**src/rtl/io_bridge.sv**
```systemverilog
// io_bridge: CPU bus bridge; zero-wait memory port plus a wait-stated I/O handshake port on page IO_PAGE.
// Ports:
//   clk, RST                  clock, asynchronous active-high reset
//   AB, DO, WE / DI, RDY      CPU address, write data, write enable / read data, ready (0 stalls CPU)
//   mem_AB, mem_DO, mem_WE    zero-wait memory port outputs; mem_DI memory read data
//   io_AB, io_DO, io_WE       latched I/O access; io_req/io_ack handshake; io_DI I/O read data
//   bus_err                   one-cycle pulse when an I/O access is aborted by timeout
// Optional feature: define IO_BRIDGE_TIMEOUT_EN to abort REQ after TIMEOUT cycles without io_ack.
module io_bridge #(
    parameter logic [7:0]  IO_PAGE = 8'hFE,
    parameter int unsigned IO_WAIT = 2,
    parameter int unsigned TIMEOUT = 255
) (
    input  logic        clk,
    input  logic        RST,
    input  logic [15:0] AB,
    input  logic [7:0]  DO,
    input  logic        WE,
    output logic [7:0]  DI,
    output logic        RDY,
    output logic [15:0] mem_AB,
    output logic [7:0]  mem_DO,
    output logic        mem_WE,
    input  logic [7:0]  mem_DI,
    output logic [7:0]  io_AB,
    output logic [7:0]  io_DO,
    output logic        io_WE,
    output logic        io_req,
    input  logic        io_ack,
    input  logic [7:0]  io_DI,
    output logic        bus_err
);
    typedef enum logic [1:0] {IDLE, WAIT, REQ, DONE} state_t;

    state_t     state_q, state_d;
    logic [3:0] cnt_q, cnt_d;
    logic [7:0] hold_q, hold_d;
    logic [7:0] io_ab_q, io_ab_d;
    logic [7:0] io_do_q, io_do_d;
    logic       io_we_q, io_we_d;
    logic       io_sel;
    logic       start;
    logic       timeout;

    assign io_sel = (AB[15:8] == IO_PAGE);
    assign start  = (state_q == IDLE) && io_sel;

    always_ff @(posedge clk or posedge RST) begin
        if (RST) begin
            state_q <= IDLE;
            cnt_q   <= 4'd0;
            hold_q  <= 8'h00;
            io_ab_q <= 8'h00;
            io_do_q <= 8'h00;
            io_we_q <= 1'b0;
        end else begin
            state_q <= state_d;
            cnt_q   <= cnt_d;
            hold_q  <= hold_d;
            io_ab_q <= io_ab_d;
            io_do_q <= io_do_d;
            io_we_q <= io_we_d;
        end
    end

    always_comb begin
        state_d = state_q;
        unique case (state_q)
            IDLE:    state_d = io_sel ? WAIT : IDLE;
            WAIT:    state_d = (cnt_q == 4'd0) ? REQ : WAIT;
            REQ:     state_d = (io_ack || timeout) ? DONE : REQ;
            default: state_d = IDLE;
        endcase
    end

    // The I/O access is captured once in IDLE so the CPU side may change freely until DONE.
    always_comb begin
        cnt_d   = start ? 4'(IO_WAIT) : (state_q == WAIT && cnt_q != 4'd0) ? cnt_q - 4'd1 : cnt_q;
        io_ab_d = start ? AB[7:0] : io_ab_q;
        io_do_d = start ? DO : io_do_q;
        io_we_d = start ? WE : io_we_q;
        hold_d  = timeout ? 8'hFF : (state_q == REQ && io_ack && !io_we_q) ? io_DI : hold_q;
    end

    // RDY is forced high during reset even if AB still points at the I/O page.
    always_comb begin
        io_req = (state_q == REQ);
        RDY    = RST || (state_q == IDLE && !io_sel) || (state_q == DONE);
        DI     = (state_q == DONE) ? hold_q : mem_DI;
        mem_WE = WE && !io_sel && (state_q == IDLE);
    end

    assign mem_AB = AB;
    assign mem_DO = DO;
    assign io_AB  = io_ab_q;
    assign io_DO  = io_do_q;
    assign io_WE  = io_we_q;

`ifdef IO_BRIDGE_TIMEOUT_EN
    logic [7:0] tmo_q, tmo_d;
    logic       bus_err_q, bus_err_d;

    // tmo_q counts completed REQ cycles; it sits at 0 outside REQ so entry always starts from 0.
    always_comb begin
        tmo_d     = (state_q == REQ) ? tmo_q + 8'd1 : 8'd0;
        timeout   = (state_q == REQ) && !io_ack && (tmo_q == 8'(TIMEOUT - 1));
        bus_err_d = timeout;
    end

    always_ff @(posedge clk or posedge RST) begin
        if (RST) begin
            tmo_q     <= 8'd0;
            bus_err_q <= 1'b0;
        end else begin
            tmo_q     <= tmo_d;
            bus_err_q <= bus_err_d;
        end
    end

    assign bus_err = bus_err_q;
`else
    logic unused_timeout;

    assign unused_timeout = ^TIMEOUT;
    assign timeout        = 1'b0;
    assign bus_err        = 1'b0;
`endif
endmodule

```
**config.mk**
```make
export PLATFORM = sky130hd
export DESIGN_NAME = io_bridge
export DESIGN_NICKNAME = d
export VERILOG_FILES = /design/src/rtl/io_bridge.sv
export SDC_FILE = /design/constraint.sdc
export NUM_CORES = 1
export LEC_CHECK = 0
export ABC_AREA = 1
export ABC_CLOCK_PERIOD_IN_PS = 1600
export CAP_MARGIN = 25
export CORE_MARGIN = 2
export CORE_UTILIZATION = 30
export DETAILED_ROUTE_END_ITERATION = 12
export PLACE_DENSITY = 0.76
export SYNTH_ARGS = -nofsm -noshare
export SYNTH_HDL_FRONTEND = slang
export SYNTH_SLANG_ARGS = --single-unit
```
**constraint.sdc**
```tcl
create_clock -name clk -period 1.6 [get_ports clk]
set_input_delay 0.24 -clock clk [delete_from_list [all_inputs] [get_ports clk]]
set_output_delay 0.24 -clock clk [all_outputs]
set_load 0.02 [all_outputs]
```
# Yosys cells after proc, flatten, opt, wreduce, memory -nomap -nowiden
# Index checks and enable logic that the tools add are counted.
dict set report totals {
  in_bits 44
  output_inout_bits 53
  register_bits 31
}
dict set report op_classes {
  n_eq_ne 4
  n_addsub 1
  reduce_logical 15
  n_mux 7
}
# op n
set ops {}
lappend ops {{$eq 8x8->1 const B} 1}
lappend ops {{$mux 4} 2}
lappend ops {{$mux 8} 1}
lappend ops {{$logic_and 1x1->1} 7}
lappend ops {{$pmux 2 s3} 1}
lappend ops {{$eq 2x2->1 const B} 2}
lappend ops {{$logic_not 4->1} 1}
lappend ops {{$reduce_bool 4->1} 1}
lappend ops {{$sub 4x1->4 const B} 1}
lappend ops {{$eq 2x1->1 const B} 1}
lappend ops {{$logic_not 1->1} 2}
lappend ops {{$logic_not 2->1} 1}
lappend ops {{$logic_or 1x1->1} 2}
lappend ops {{$mux 1} 2}
lappend ops {{$mux 2} 1}
lappend ops {{$reduce_bool 2->1} 1}

# Depth between registers and ports, before layout
dict set report depth {
  word_depth 5
  depth_mapped 8
  depth_no_buf 7
}

# Worst setup path before layout
# Ideal clock, no wire load.
dict set report synth_timing {
  kind {register to output}
  startpoint {reg state_q[1]}
  endpoint {out mem_WE}
  path_slack_ns -0.001
  t_arrival_ns 1.361
  n_path_buf 1
  required_ns 1.360
  path_stages_with_launch 5
  cell_sequence {dfrtp_1 -> nor2_2 -> clkbuf_1 -> nand2_1 -> nor2_1}
}
dict set report synth_via {
  elab_chain_len 2
}
# item line
set synth_lines {}
lappend synth_lines {{start, declared} 35} ;# state_t state_q, state_d;
lappend synth_lines {{start signal, assigned} 57} ;# state_q <= state_d;
lappend synth_lines {{$logic_not 2->1} 90} ;# mem_WE = WE && !io_sel && (state_q == IDLE);
lappend synth_lines {{$logic_and 1x1->1} 90}
lappend synth_lines {{end, declared} 23} ;# output logic mem_WE,
# No other way between the ends.

# Worst setup path in the final report
dict set report layout_timing {
  startpoint {reg state_q[0]}
  endpoint {out DI[0]}
}
dict set report layout_via {
  elab_chain_len 2
}
# item line
set layout_lines {}
lappend layout_lines {{$eq 2x2->1} 89} ;# DI = (state_q == DONE) ? hold_q : mem_DI;
lappend layout_lines {{$mux 8} 89}
lappend layout_lines {{end, declared} 19} ;# output logic [7:0] DI,
# No other way between the ends.

==> impl_metrics.env <==
export IMPL_status="finished with violations"
export IMPL_violations="negative setup slack"
export IMPL_nNetsFinal=336
export IMPL_drt_first_pass_iters=4
export IMPL_drv_cap=0
export IMPL_period_needed_ns=1.66
export IMPL_ys_async_sr_fraction_pct=100
export IMPL_core_um2=5510
export IMPL_num_fill_cells=529
export IMPL_setup_violations_final=7
export IMPL_place_congestion=0.746
export IMPL_pin_count=97
export IMPL_post_dp_cell_area_um2=2690
export IMPL_grt_pass1_vias=1636
export IMPL_vias=1609
export IMPL_power_density_nw_per_um2=1140
export IMPL_clk_latency_ns=0.27
export IMPL_die_w_um=79.5
export IMPL_r2r_end="hold_q[7]$_DFFE_PP0P_"
export IMPL_numCtsBuffers=5
export IMPL_n_antenna_cell=0
export IMPL_start_util_pct=31.1
export IMPL_hold_violations=0
export IMPL_critPathMaxFanout=6
export IMPL_cts_sinks=31
export IMPL_path_clk_slew_ns=0.06
export IMPL_dp_worst_setup_slack_ns=-0.481
export IMPL_drive_gt1_share_pct=23.0
export IMPL_clock_root_buffer="clkbuf_8"
export IMPL_fin_hold_ws_ns=0.395
export IMPL_leakagePower_nw=1.58
export IMPL_syn_instance_count=199
export IMPL_fin_crit_sh_pct=104
export IMPL_ant_nets=0
export IMPL_drt_first_iter_violations=92
export IMPL_rows=27
export IMPL_ys_ff_latch=31
export IMPL_synth_distinct_cells=22
export IMPL_grt_pass1_wl_mm=7.36
export IMPL_drt_wirelength_per_cell_um=13.0
export IMPL_p_total_mw=3.35
export IMPL_viasPerCell=4.43
export IMPL_hp_class="input pin to asynchronous set/reset pin"
export IMPL_cts_tree="done"
export IMPL_htree_levels=2
export IMPL_synth_flop_cell="dfrtp_1"
export IMPL_grt_total_usage_pct=14.7
export IMPL_ys_warnings_count=0
export IMPL_grt_max_degree=32
export IMPL_r2r_start="state_q[1]$_DFF_PP0_"
export IMPL_yosysSeqAreaShare_pct=45.4
export IMPL_hold_buffers=0
export IMPL_fin_area_um2=2930
export IMPL_drv_slew=0
export IMPL_rrSetupSlack_ns=0.07
export IMPL_drcViolationCount=0
export IMPL_synth_edf_count=0
export IMPL_die_y_um=79.5
export IMPL_syn_nets=245
export IMPL_routed_wl_mm=4.71
export IMPL_critPathKind="register to output port"
export IMPL_syn2layout_area_growth_pct=71.1
export IMPL_antenna_found_initial=0
export IMPL_arrival_ns=1.42
export IMPL_required_ns=1.36
export IMPL_cp_start_kind="register"
export IMPL_overflow=0
export IMPL_post_dp_hpwl_mm=3.35
export IMPL_grt_setup_unrepaired="true"
export IMPL_dieArea_um2=6320
export IMPL_endpoint_kind="output port"
export IMPL_port_buffers=95
export IMPL_finalWorstSetupSlack_ns=-0.0622
export IMPL_r2r_cells=10
export IMPL_fmax_mhz=602
export IMPL_cts_buffer_depth=2
export IMPL_syn_area_um2=1710
export IMPL_vdd_drop_max_uv=624
export IMPL_syn_avg_cell_area_um2=8.59
export IMPL_skew_ns=0.00159
[placed cells by master, fill, tap and decap left out]
| cell type | n |
|---|---|
| clkbuf_1 | 1 |
| nand2_1 | 55 |
| mux2_2 | 3 |
| or2_2 | 1 |
| nor3_2 | 1 |
| o21ai_2 | 8 |
| nand2_2 | 2 |
| buf_8 | 1 |
| nor2_1 | 8 |
| buf_6 | 9 |
| nand4_1 | 19 |
| nand3_2 | 1 |
| ha_1 | 2 |
| mux2_4 | 5 |
| clkbuf_8 | 7 |
| nand3_1 | 6 |
| conb_1 | 1 |
| clkbuf_16 | 1 |
| or2_4 | 1 |
| inv_2 | 1 |
| buf_12 | 2 |
| nor2_4 | 2 |
| clkbuf_2 | 1 |
| inv_1 | 16 |
| dfrtp_1 | 31 |
| buf_4 | 18 |
| a21oi_1 | 1 |
| a31o_2 | 1 |
| clkdlybuf4s50_1 | 66 |
| nor2_2 | 2 |
| dlymetal6s2s_1 | 18 |
[power by group]
| group | switching, mW | internal, mW |
|---|---|---|
| Clock | 0.277 | 0.392 |
| Combinational | 0.815 | 0.738 |
| Sequential | 0.128 | 0.994 |
| Total | 1.22 | 2.12 |
[repair_timing]
action | in CTS | in global routing
endpoints found under the setup margin | 11 | 38
cloned | 0 | 1
pin swaps | 1 | 8
resized for setup | 53 | 42
setup buffers | 1 | 1
[layout make-up]
class                           instances  area [um2]  share of cell area, %
Inverter                               17        63.8                   2.18
Clock buffer                            8         100                   3.42
Tap cell                               72        90.1                   3.08
Sequential cell                        31         776                   26.5
Timing Repair Buffer                  116        1210                   41.3
Multi-Input combinational cell        119         689                   23.6
[per-layer routing]
layer  GRT usage (%)  vias to the layer above  part of all wire [%]  routed length [um]
li1                -                      800                     -                   -
met3            4.86                        4                   7.5                 355
met2            26.6                       54                    54                2550
met4            3.28                        0                  0.42                  20
met5               0                        -                     0                   0
met1            16.6                      751                    38                1780
[cell usage after synthesis, types with 2 or more instances]
library cell / count / share of area, %
buf_4: 25 / 11
nand4_1: 19 / 6.9
buf_2: 4 / 1.2
nor2_1: 10 / 2.2
o21ai_2: 8 / 4.1
nand2_1: 57 / 13
nor2_2: 2 / 0.73
mux2_2: 8 / 5.3
nand3_1: 7 / 2.0
ha_1: 2 / 1.5
inv_1: 16 / 3.5
dfrtp_1: 31 / 45
[kinds of logic (layout without fill, tap and decap cells)]
family,count (synthesis),in the layout,share of synthesized area [%]
buffers and inverters,49,141,17.0
adders and majority gates,2,2,1.46
and+or+nand+nor,98,98,25.8
other,1,1,0.219
DFF,31,31,45.4
muxes,8,8,5.27
AOI/OAI and AO/OA,10,10,4.90
[metrics by stage]
stage,TNS (ns),std cells,util (%)
final,-0.246,363,53.1
after CTS,-0.509,361,50.5
after floorplan,0,199,-
after detailed placement,-5.37,352,48.8
after global routing,-0.601,363,53.1
after global placement,-4.87,352,48.8
[worst max-delay path, cell delays in order (launching register included)]
cell,delay [ns]
dfrtp_1,0.39
nand2_2,0.11
buf_12,0.13
buf_8,0.10
mux2_4,0.29
buf_6,0.13
[flip-flops by register name (all words and copies together) (netlist names)]
name     count
io_WE        1
cnt_q        4
state_q      2
io_DO        8
hold_q       8
io_AB        8
[worst max path at each step]
stage / start / to / slack [ns]
after CTS: state_q[1]$_DFF_PP0_ / DI[3] / -0.13
after global routing: state_q[0]$_DFF_PP0_ / DI[3] / -0.11
after floorplan: state_q[1]$_DFF_PP0_ / mem_WE / 0.07
after detailed placement: AB[9] / RDY / -0.48
final: state_q[0]$_DFF_PP0_ / DI[0] / -0.06
after global placement: AB[9] / RDY / -0.45
Power figures use the tool's default switching activity.
